[src/rtl/icache_fetch_responder.sv]
// Direct-mapped icache answering the IF-stage PC: same-cycle word on a hit, NOP plus stall on a miss.
// Miss costs two stall cycles plus one per memory wait cycle; the line fill is held until mem_rsp_valid.
module icache_fetch_responder #(
  parameter int          NUM_LINES      = 4,
  parameter int          WORDS_PER_LINE = 4,
  parameter logic [31:0] NOP_INSTR      = 32'h00000013
) (
  input  logic                          clock,
  input  logic                          reset,
  input  logic [31:0]                   pc,
  input  logic                          invalidate,
  output logic [31:0]                   instr,
  output logic                          iCacheStall,
  output logic                          mem_req,
  output logic [31:0]                   mem_addr,
  input  logic                          mem_rsp_valid,
  input  logic [WORDS_PER_LINE*32-1:0]  mem_rsp_data,
  output logic [31:0]                   miss_count
);

  localparam int OFF_W   = $clog2(WORDS_PER_LINE);
  localparam int OFF_IW  = (OFF_W > 0) ? OFF_W : 1;
  localparam int IDX_W   = $clog2(NUM_LINES);
  localparam int TAG_W   = 30 - OFF_W - IDX_W;
  localparam int IDX_LSB = 2 + OFF_W;
  localparam logic [31:0] LINE_MASK = ~(32'(WORDS_PER_LINE * 4) - 32'd1);

  typedef enum logic {IDLE, FILL} state_t;

  state_t                state_q, state_d;
  logic [NUM_LINES-1:0]  valid_q, valid_d;
  logic [31:0]           mem_addr_q, mem_addr_d;
  logic [31:0]           miss_cnt_q, miss_cnt_d;

  logic [TAG_W-1:0]      tag_q  [NUM_LINES];
  logic [31:0]           data_q [NUM_LINES][WORDS_PER_LINE];

  logic [IDX_W-1:0]      pc_idx, fill_idx;
  logic [TAG_W-1:0]      pc_tag, fill_tag;
  logic [OFF_IW-1:0]     pc_off;
  logic                  hit;
  logic                  fill_done;

  assign pc_idx    = pc[IDX_LSB +: IDX_W];
  assign pc_tag    = pc[31 -: TAG_W];
  assign pc_off    = OFF_IW'((pc >> 2) & 32'(WORDS_PER_LINE - 1));
  // The fill target comes from the latched address, so a PC redirect mid-fill cannot retarget it.
  assign fill_idx  = mem_addr_q[IDX_LSB +: IDX_W];
  assign fill_tag  = mem_addr_q[31 -: TAG_W];
  assign fill_done = (state_q == FILL) && mem_rsp_valid;
  assign hit       = (state_q == IDLE) && valid_q[pc_idx] && (tag_q[pc_idx] == pc_tag);

  assign mem_req    = (state_q == FILL);
  assign mem_addr   = mem_addr_q;
  assign miss_count = miss_cnt_q;

  always_comb begin
    iCacheStall = reset || !hit;
    instr       = NOP_INSTR;
    if (!iCacheStall) begin
      instr = data_q[pc_idx][pc_off];
    end
  end

  always_comb begin
    state_d    = state_q;
    valid_d    = valid_q;
    mem_addr_d = mem_addr_q;
    miss_cnt_d = miss_cnt_q;
    if (invalidate) begin
      valid_d = '0;
    end
    case (state_q)
      IDLE: begin
        if (!hit) begin
          state_d    = FILL;
          mem_addr_d = pc & LINE_MASK;
          if (miss_cnt_q != 32'hFFFF_FFFF) begin
            miss_cnt_d = miss_cnt_q + 32'd1;
          end
        end
      end
      FILL: begin
        // Set after the invalidate clear so a coincident pulse still leaves the new line valid.
        if (mem_rsp_valid) begin
          valid_d[fill_idx] = 1'b1;
          state_d           = IDLE;
        end
      end
      default: state_d = IDLE;
    endcase
  end

  always_ff @(posedge clock or posedge reset) begin
    if (reset) begin
      state_q    <= IDLE;
      valid_q    <= '0;
      mem_addr_q <= '0;
      miss_cnt_q <= '0;
    end else begin
      state_q    <= state_d;
      valid_q    <= valid_d;
      mem_addr_q <= mem_addr_d;
      miss_cnt_q <= miss_cnt_d;
    end
  end

  always_ff @(posedge clock) begin
    if (fill_done) begin
      tag_q[fill_idx] <= fill_tag;
      for (int w = 0; w < WORDS_PER_LINE; w++) begin
        data_q[fill_idx][w] <= mem_rsp_data[w*32 +: 32];
      end
    end
  end

endmodule

[config.mk]
export PLATFORM = sky130hd
export DESIGN_NAME = icache_fetch_responder
export DESIGN_NICKNAME = d
export VERILOG_FILES = /design/src/rtl/icache_fetch_responder.sv
export SDC_FILE = /design/constraint.sdc
export NUM_CORES = 1
export LEC_CHECK = 0
export CORE_MARGIN = 2
export CORE_UTILIZATION = 57
export DETAILED_ROUTE_END_ITERATION = 8
export PLACE_DENSITY = 0.8
export SLEW_MARGIN = 20
export SYNTH_ARGS = -nofsm -noshare
export SYNTH_HDL_FRONTEND = slang
export SYNTH_SLANG_ARGS = --single-unit
[constraint.sdc]
create_clock -name clock -period 16.7 [get_ports clock]
set_input_delay 3.34 -clock clock [delete_from_list [all_inputs] [get_ports clock]]
set_output_delay 3.34 -clock clock [all_outputs]
set_load 0.05 [all_outputs]
# --- After elaboration in Yosys (flattened, before gate mapping) ---
# Memories as Yosys holds them, arrays and structs flattened.
# Index checks and enable logic that the tools add are counted.
totals:
  ff_bits: 65
  ram_bits: 616
  output_inout_bits: 98
  wordCells: 41
  n_memories: 2
mem_list:
  columns: ["name", "words", "width", "rd", "rd_clocked_by_memory_dff", "write_ports", "line", "rtl"]
  rows:
  - ["data_q", 4, 128, 1, 0, 1, "36", "logic [31:0] data_q [NUM_LINES][WORDS_PER_LINE];"]
  - ["tag_q", 4, 26, 1, 0, 1, "35", "logic [TAG_W-1:0] tag_q [NUM_LINES];"]
op_classes:
  addsub: 1
  order_cmp: 4
  n_eq_ne: 2
  mux: 16
  bitwise_logic: 4
  n_reduce_logical: 8
op_table:
  columns: ["operator", "count"]
  rows:
  - ["$mux 32", 3]
  - ["$bmux 32 s2", 1]
  - ["$add 32x1->32 const B", 1]
  - ["$ne 32x32->1 const B", 1]
  - ["$eq 26x26->1", 1]
  - ["$mux 4", 3]
  - ["$lt 2x3->1 const B", 2]
  - ["$mux 1", 6]
  - ["$logic_and 1x1->1", 4]
  - ["$or 4x4->4", 1]
  - ["$ge 3x3->1 const B", 1]
  - ["$not 2->3", 1]
  - ["$reduce_and 3->1", 1]
  - ["$bmux 1 s2", 1]
  - ["$demux 1 s2", 1]
  - ["$ge 2x1->1 const B", 1]
  - ["$not 1->1", 2]
  - ["$pmux 1 s2", 1]
  - ["$reduce_and 2->1", 1]
  - ["$logic_not 1->1", 1]
  - ["$logic_or 1x1->1", 1]

# --- Logic depth before layout (Yosys ltp) ---
# Gate-level depths: netlist of run 1.
depth:
  word_depth: 7
  mapped_depth: 11

# --- Worst setup path after synthesis of run 1 ---
# Ideal clock, no wire load.
synth_path:
  path_type: "input -> register"
  startpoint: "input port mem_rsp_valid"
  endpoint: "memory data_q[0][0] (netlist name), enable pin"
  setup_time_ps: 858
  arrival_ps: 13874
  path_slack_ps: 1968
  cell_stages: 2
  n_path_buf: 0
  cell_sequence: "nand2_1 -> nor3_1"
synth_via:
  elab_chain_len: 3
synth_rtl:
  columns: ["item", "line", "rtl"]
  rows:
  - ["start, declared", "16", "input logic mem_rsp_valid,"]
  - ["$logic_and 1x1->1", "50", "assign fill_done = (state_q == FILL) && mem_rsp_valid;"]
  - ["$mux 1", "109", "if (fill_done) begin"]
  - ["$mux 1 (not written as such)", "112", "data_q[fill_idx][w] <= mem_rsp_data[w*32 +: 32];"]
  - ["end, declared", "36", null]
# No other way between the ends.

# --- Worst setup path in the final report of run 1 ---
layout_path:
  startpoint: "input port pc[4]"
  endpoint: "output port instr[5]"
layout_via:
  elab_chain_len: 7
  elab_cells_between_ends: 13
  cone_classes: "1 x eq/ne; 6 x mux; 4 x reduce/logical; 2 x memory"
layout_rtl:
  columns: ["item", "line", "rtl"]
  rows:
  - ["start, declared", "10", "input logic [31:0] pc,"]
  - ["branches (longest 6 deep; another with $mem_v2 4x26)", null, null]
  - ["$mux 32 *", "60", "if (!iCacheStall) begin"]
  - ["end, declared", "12", "output logic [31:0] instr,"]
# Every way passes the cells marked *. The select of a mux whose other input is x is not followed.

==> results.py, run 1 <==
metrics = {
    "global_routing": {
        "grt_antenna_before_repair": 7,
        "grtUsageMet1_pct": 31.03,
        "overflow": 0,
        "grt_start_max_net_pins": 142,
        "grt_most_used_layer": "met2",
        "grt_first_pass_wirelength_um": 80980,
        "global_route.usage.met3_pct": 5.618,
        "grt_util_all_layers_pct": 22.71,
        "grt_use_met2_pct": 37.08,
        "first_global_vias": 13650,
    },
    "yosys": {
        "yosys.area.top_type_share_pct": 69.59,
        "yosys_warnings": 0,
        "synth_edf_count": 616,
        "yosys_register_bits": 681,
        "synth_area_per_cell_um2": 22.41,
        "dominant_register_cell_in_the_synthesized_netlist": "sky130_fd_sc_hd__edfxtp_1",
        "async_flop_share_pct": 9.545,
        "synthDominantAreaCellType": "sky130_fd_sc_hd__edfxtp_1",
        "yosys-top-cells-area": "sky130_fd_sc_hd__edfxtp_1 (70%), sky130_fd_sc_hd__mux4_2 (15%), sky130_fd_sc_hd__dfrtp_1 (6.1%)",
        "synthesis.area_mm2": 0.02658,
        "synth-seq-area-share_pct": 75.71,
        "synthesis.instances": 1186,
        "synth.lib_cells_used.distinct": 47,
    },
    "drt": {
        "first_iter_violations": 1333,
        "totalWireLength_um": 53320,
        "drt_first_pass_iters": 6,
        "vias": 12800,
        "postRouteAntennaNets": 0,
        "drc": 0,
        "route.detailed.wl_per_inst_um": 24.96,
        "mean_number_of_vias_per_cell": 5.994,
    },
    "placement": {
        "half_perimeter_wire_length_after_detailed_placement_um": 30860,
        "dpl_worst_slack_ns": 4.731,
        "finalWeightedCongestion": 0.8196,
        "buffer_ports.inserted": 255,
    },
    "cts": {
        "cts_post_setup_buffers_inserted": 0,
        "cts_max_path_buffers": 3,
        "tritoncts": "built",
        "postCtsResizedCells": 0,
        "h_tree_depth": 3,
        "root_buffer": "sky130_fd_sc_hd__clkbuf_16",
        "tritoncts.num_buffers": 68,
        "clk_pin_slew_ns": 0.06,
        "worst_skew_pair_latency_ns": 0.59,
        "numClockSinks": 681,
        "cts-hold-fix-buffers": 0,
    },
    "power": {
        "power_switching_w": 0.0008605,
        "vdd_drop_max_uv": 120.6,
        "seq_power_share_pct": 52.7,
        "power_w": 0.003814,
        "combinationalPowerShare_pct": 9.7,
        "p_int_w": 0.002954,
        "power.share.switching_pct": 22.56,
        "power.leakage_nw": 10.55,
        "clockPowerShare_pct": 37.6,
        "power_per_cell_area_mw_per_mm2": 119.6,
    },
    "critical_path": {
        "worst-endpoint-arrival_ns": 8.49,
        "worst_path_max_delay_cell": "sky130_fd_sc_hd__clkdlybuf4s50_1",
        "r2r_start": "miss_count[1]$_DFFE_PP0P_",
        "r2r.worst_path.cells": 8,
        "crit_path_end_kind": "output pin",
        "timing.critical_path.required_ns": 13.36,
        "worst_r2r_endpoint": "miss_count[1]$_DFFE_PP0P_",
        "biggest_fanout_along_the_worst_timing_path": 84,
        "worstSetupStartpointType": "input pin",
        "worstSetupPathType": "in -> out",
        "crit_chain": "buf_8, buf_12, mux4_2, o2bb2ai_1, or4_1, a2111oi_4, nand4_1, nand2b_2, nor2b_1, clkdlybuf4s50_1",
        "cpPeakStageDelay_ns": 0.85,
        "setup.reg_to_reg.worst_slack_ns": 13.48,
    },
    "worst_hold_path": {
        "hold_path.startpoint": "valid_q[0]$_DFF_PP0_",
        "min_to": "valid_q[0]$_DFF_PP0_",
        "hold_path.class": "reg -> reg",
        "holdPathStages": 1,
    },
    "sta": {
        "timing.final.hold_violations": 0,
        "finalSetupViolCount": 0,
        "worstMarginPinSlew_ns": 1.096,
        "grt_setup_unrepaired": "false",
        "fin_crit_ns": 11.83,
        "fin_skew_ns": 0.01310,
        "fin_ws_ns": 4.870,
        "timing.fmax_mhz": 84.53,
        "slew_violations": 0,
        "holdWs_ns": 0.4879,
        "timing.final.crit_share_pct": 70.84,
        "slew_headroom_pct": 26.95,
        "timing.setup.tns_ns": 0,
    },
    "status": {
        "status": "finished, final reports clean",
    },
    "die": {
        "io_pins": 262,
        "fp.coreArea_mm2": 0.04626,
        "fp.dieArea_mm2": 0.04838,
        "placement_rows": 79,
        "die_height_um": 219.9,
        "initial_util_pct": 57.46,
        "dieWidth_um": 219.9,
    },
    "cells_and_area": {
        "flip_flop_and_latch_area_mm2": 0.02012,
        "filler_cell_count": 2872,
        "multi_input_area_mm2": 0.006146,
        "area_delta_synth_final_pct": 20.02,
        "number_of_nets_in_the_finished_design": 1639,
        "final_layout_size_suffix_gt1_share_pct": 22.08,
    },
    "job": {
        "max_cap_violations": 0,
    },
}
-- power by group through the flow --
| stage | combinational, W | clock [W] | sequential [W] |
|---|---|---|---|
| after floorplan | 0.000172 | 0 | 0.00211 |
| final | 0.000369 | 0.00144 | 0.00201 |
| after global placement | 0.000366 | 0 | 0.00204 |
| after global routing | 0.000392 | 0.00153 | 0.00202 |
| after CTS | 0.000374 | 0.00147 | 0.00201 |
| after detailed placement | 0.000372 | 0 | 0.00204 |
-- worst max-delay path by stage --
stage / startpoint / to / cells after the start
final: pc[4] / instr[5] / 10
after global routing: pc[4] / instr[22] / 10
after CTS: pc[4] / instr[5] / 10
after detailed placement: pc[4] / instr[5] / 10
after global placement: pc[4] / instr[11] / 10
after floorplan: mem_rsp_valid / data_q[0][0]$_DFFE_PP_ / 2
-- metrics by stage --
stage	cells	instance area (um^2)	util, %
6_report	2136	31900	68.96
5_1_grt	2133	31890	68.94
4_1_cts	2133	31890	68.94
3_5_place_dp	2011	29800	64.43
3_3_place_gp	2010	29780	64.37
2_1_floorplan	1189	26590	-
-- cell usage after synthesis (all sizes together) (2+ instances only) --
cell type and instances:
or3 3, o22ai 3, nor4 2, nor2b 30, a21oi 5, o221ai 3, a2bb2oi 2, mux2 34
xnor2 44, a21o 5, mux4 178, nand2 14, mux2i 18, and3 12, nor3 4, buf 35
xor2 4, a31oi 2, clkbuf 23, and4 3, nand2b 2, nand4 22, or4 2, dfrtp 65
and2 4, a221oi 2, nand3 15, o21ai 2, edfxtp 616, nor3b 2, inv 12, nor2 7
-- cell usage in the layout (no fill, tap or decap), drive strengths merged, types with 5 or more instances in the layout --
| master | n |
|---|---|
| a21o | 5 |
| a21oi | 5 |
| and3 | 12 |
| buf | 22 |
| clkbuf | 87 |
| clkdlybuf4s50 | 251 |
| clkinv | 27 |
| dfrtp | 65 |
| edfxtp | 616 |
| inv | 16 |
| mux2 | 34 |
| mux2i | 18 |
| mux4 | 178 |
| nand2 | 14 |
| nand3 | 15 |
| nand4 | 22 |
| nor2 | 7 |
| nor2b | 30 |
| xnor2 | 44 |
-- logic make-up (layout without fill, tap and decap cells) --
family                     after synthesis  count (layout)  share of synthesized area, %
adders and majority gates                1               1                       0.04706
and+or+nand+nor                        122             122                         2.688
buffers and inverters                   70             407                         1.313
DFF                                    681             681                         75.71
other                                    1               7                       0.01411
AOI/OAI and AO/OA                       33              33                         1.078
xor gates and xnor gates                48              48                         1.582
muxes                                  230             230                         17.57
-- critical path: cells and delay by family --
kind	cells	cell delay [ns]
mux	1	0.58
simple gates	4	1.99
buf+inv	3	2.01
compound gates	2	0.44
-- area by class of cell --
class                      instances  area share, %
sequential                       681          63.08
multi-input combinational        438          19.27
timing repair buffer             273          8.554
clock buffer                      87          5.722
tap                              607          2.381
clock inverter                    35         0.8276
inverter                          12         0.1412
antenna                            3        0.02353
-- per-layer routing --
metal / wire length, um / part of all wire (%)
met3: 3628 / 6.8
met4: 930 / 1.7
met2: 26970 / 51
met5: 80 / 0.15
met1: 21720 / 41
-- registers in the layout, indices dropped and copies added (netlist names) --
| register | flops |
|---|---|
| mem_addr | 28 |
| mem_req | 1 |
| valid_q | 4 |
| tag_q | 104 |
| data_q | 512 |
| miss_count | 32 |
Power figures use the tool's default switching activity.
==> run 2, diff against run 1 <==
==> constraint.sdc (replaced) <==
create_clock -name clock -period 11.4 [get_ports clock]
set_input_delay 2.28 -clock clock [delete_from_list [all_inputs] [get_ports clock]]
set_output_delay 2.28 -clock clock [all_outputs]
set_load 0.05 [all_outputs]
==> run 2 against run 1 <==
Core utilization increased by 0.19 points. Die area unchanged. Critical path depth shrank 1. Combinational power up 45%. Largest cell class unchanged. Power rose by 49%. Sequential power up 47%. Clock power up 52%.
==> results.py, run 2 (synthesis results as in run 1) <==
metrics = {
    "drt": {
        "drt_first_pass_iters": 5,
        "vias": 12810,
        "first_iter_violations": 1239,
        "postRouteAntennaNets": 0,
        "drc": 0,
        "totalWireLength_um": 52770,
        "route.detailed.wl_per_inst_um": 24.67,
        "mean_number_of_vias_per_cell": 5.990,
    },
    "cells_and_area": {
        "layoutNonFillerInstCount": 2139,
        "final_layout_size_suffix_gt1_share_pct": 22.13,
        "layout_commonest_cell": "sky130_fd_sc_hd__edfxtp_1",
        "area_delta_synth_final_pct": 20.35,
        "top_register_by_number_of_flip_flops": "data_q",
        "filler_cell_count": 2855,
        "number_of_nets_in_the_finished_design": 1640,
        "layout.core_utilization_pct": 69.16,
        "largest_register_ff_count": 512,
        "layout.cells.most_common_list": "sky130_fd_sc_hd__edfxtp_1 (616), sky130_fd_sc_hd__clkdlybuf4s50_1 (251), sky130_fd_sc_hd__mux4_2 (178)",
    },
    "cts": {
        "cts-hold-fix-buffers": 0,
        "numClockSinks": 681,
        "clk_pin_slew_ns": 0.06,
        "h_tree_depth": 3,
        "worst_skew_pair_latency_ns": 0.59,
        "tritoncts.num_buffers": 69,
        "cts_max_path_buffers": 3,
        "cts_post_setup_buffers_inserted": 0,
        "postCtsResizedCells": 0,
        "tritoncts": "built",
        "root_buffer": "sky130_fd_sc_hd__clkbuf_16",
    },
    "sta": {
        "grt_setup_unrepaired": "false",
        "slew_violations": 0,
        "worstMarginPinSlew_ns": 1.061,
        "fin_skew_ns": 0.01119,
        "fin_crit_ns": 8.952,
        "timing.final.crit_share_pct": 78.53,
        "slew_headroom_pct": 29.25,
        "timing.final.hold_violations": 0,
        "finalSetupViolCount": 0,
        "fin_ws_ns": 2.448,
        "timing.fmax_mhz": 111.7,
    },
    "global_routing": {
        "grt_antenna_before_repair": 11,
        "overflow": 0,
        "grt_first_pass_wirelength_um": 79270,
        "first_global_vias": 13350,
        "grt_util_all_layers_pct": 22.28,
        "grt_start_max_net_pins": 134,
    },
    "critical_path": {
        "r2r_start": "miss_count[0]$_DFFE_PP0P_",
        "r2r.worst_path.cells": 8,
        "crit_path_end_kind": "output pin",
        "critical_path.startpoint": "pc[5]",
        "worst_r2r_endpoint": "miss_count[1]$_DFFE_PP0P_",
        "crit_end": "instr[22]",
        "worst-endpoint-arrival_ns": 6.67,
        "biggest_fanout_along_the_worst_timing_path": 80,
        "worstSetupPathType": "in -> out",
        "timing.critical_path.required_ns": 9.12,
        "setup.reg_to_reg.worst_slack_ns": 8.11,
        "worstSetupStartpointType": "input pin",
    },
    "placement": {
        "placed_cells": 2011,
        "finalWeightedCongestion": 0.8289,
        "buffer_ports.inserted": 255,
        "half_perimeter_wire_length_after_detailed_placement_um": 29980,
        "dpl_worst_slack_ns": 2.339,
    },
    "power": {
        "power_w": 0.005668,
        "power_per_cell_area_mw_per_mm2": 177.2,
        "power.leakage_nw": 10.57,
        "vdd_drop_max_uv": 137.0,
    },
    "worst_hold_path": {
        "holdPathStages": 1,
        "hold_path.class": "reg -> reg",
    },
    "die": {
        "die_height_um": 219.9,
        "dieWidth_um": 219.9,
        "fp.coreArea_mm2": 0.04626,
        "io_pins": 262,
        "placement_rows": 79,
        "initial_util_pct": 57.46,
        "fp.dieArea_mm2": 0.04838,
    },
    "job": {
        "max_cap_violations": 0,
    },
    "status": {
        "status": "finished, final reports clean",
    },
}
## run 2: layer usage
metal / global-route usage (%) / vias up / part of all wire [%]
li1: - / 5542 / -
met2: 36.15 / 428 / 50
met4: 6.957 / 16 / 2.3
met3: 5.949 / 96 / 6.6
met1: 29.93 / 6730 / 41
met5: 0 / - / 0.18
## run 2: where the power goes
part           internal [W]  leakage [nW]  switching (W)
Clock               0.00130          1.06       0.000885
Combinational      0.000240          3.06       0.000296
Sequential          0.00288          6.44      0.0000637
## run 2: critical path: stages
cell                              delay [ns]
sky130_fd_sc_hd__buf_6                  0.66
sky130_fd_sc_hd__buf_4                  0.80
sky130_fd_sc_hd__a21oi_1                0.08
sky130_fd_sc_hd__a221oi_1               0.24
sky130_fd_sc_hd__o2111a_1               0.28
sky130_fd_sc_hd__nand4_1                0.27
sky130_fd_sc_hd__nand2b_2               0.73
sky130_fd_sc_hd__nor2b_1                0.35
sky130_fd_sc_hd__clkdlybuf4s50_1        0.84
## run 2: cell type report
class | instances | area [um^2] | share of cell area, %
Multi-Input combinational cell | 438 | 6146 | 19.21
Antenna cell | 5 | 12.51 | 0.03911
Tap cell | 607 | 759.5 | 2.374
Timing Repair Buffer | 273 | 2696 | 8.429
Sequential cell | 681 | 20120 | 62.91
Clock buffer | 89 | 1887 | 5.898
Inverter | 12 | 45.04 | 0.1408
Clock inverter | 34 | 320.3 | 1.001
## run 2: worst min-delay path by stage
stage,from,endpoint,slack (ns)
2_1_floorplan,valid_q[2]$_DFF_PP0_,valid_q[2]$_DFF_PP0_,0.44
3_3_place_gp,valid_q[1]$_DFF_PP0_,valid_q[1]$_DFF_PP0_,0.46
3_5_place_dp,valid_q[3]$_DFF_PP0_,valid_q[3]$_DFF_PP0_,0.47
4_1_cts,valid_q[3]$_DFF_PP0_,valid_q[3]$_DFF_PP0_,0.49
5_1_grt,valid_q[3]$_DFF_PP0_,valid_q[3]$_DFF_PP0_,0.50
6_report,valid_q[3]$_DFF_PP0_,valid_q[3]$_DFF_PP0_,0.49
## run 2: stage by stage
| step | setup TNS [ns] | hold slack, ns | cell area (um^2) |
|---|---|---|---|
| 5_1_grt | 0 | 0.4957 | 31990 |
| 4_1_cts | 0 | 0.4865 | 31980 |
| 2_1_floorplan | -702.93 | 0.4433 | 26590 |
| 6_report | 0 | 0.4865 | 31990 |
| 3_5_place_dp | 0 | 0.4729 | 29770 |
| 3_3_place_gp | 0 | 0.4617 | 29770 |
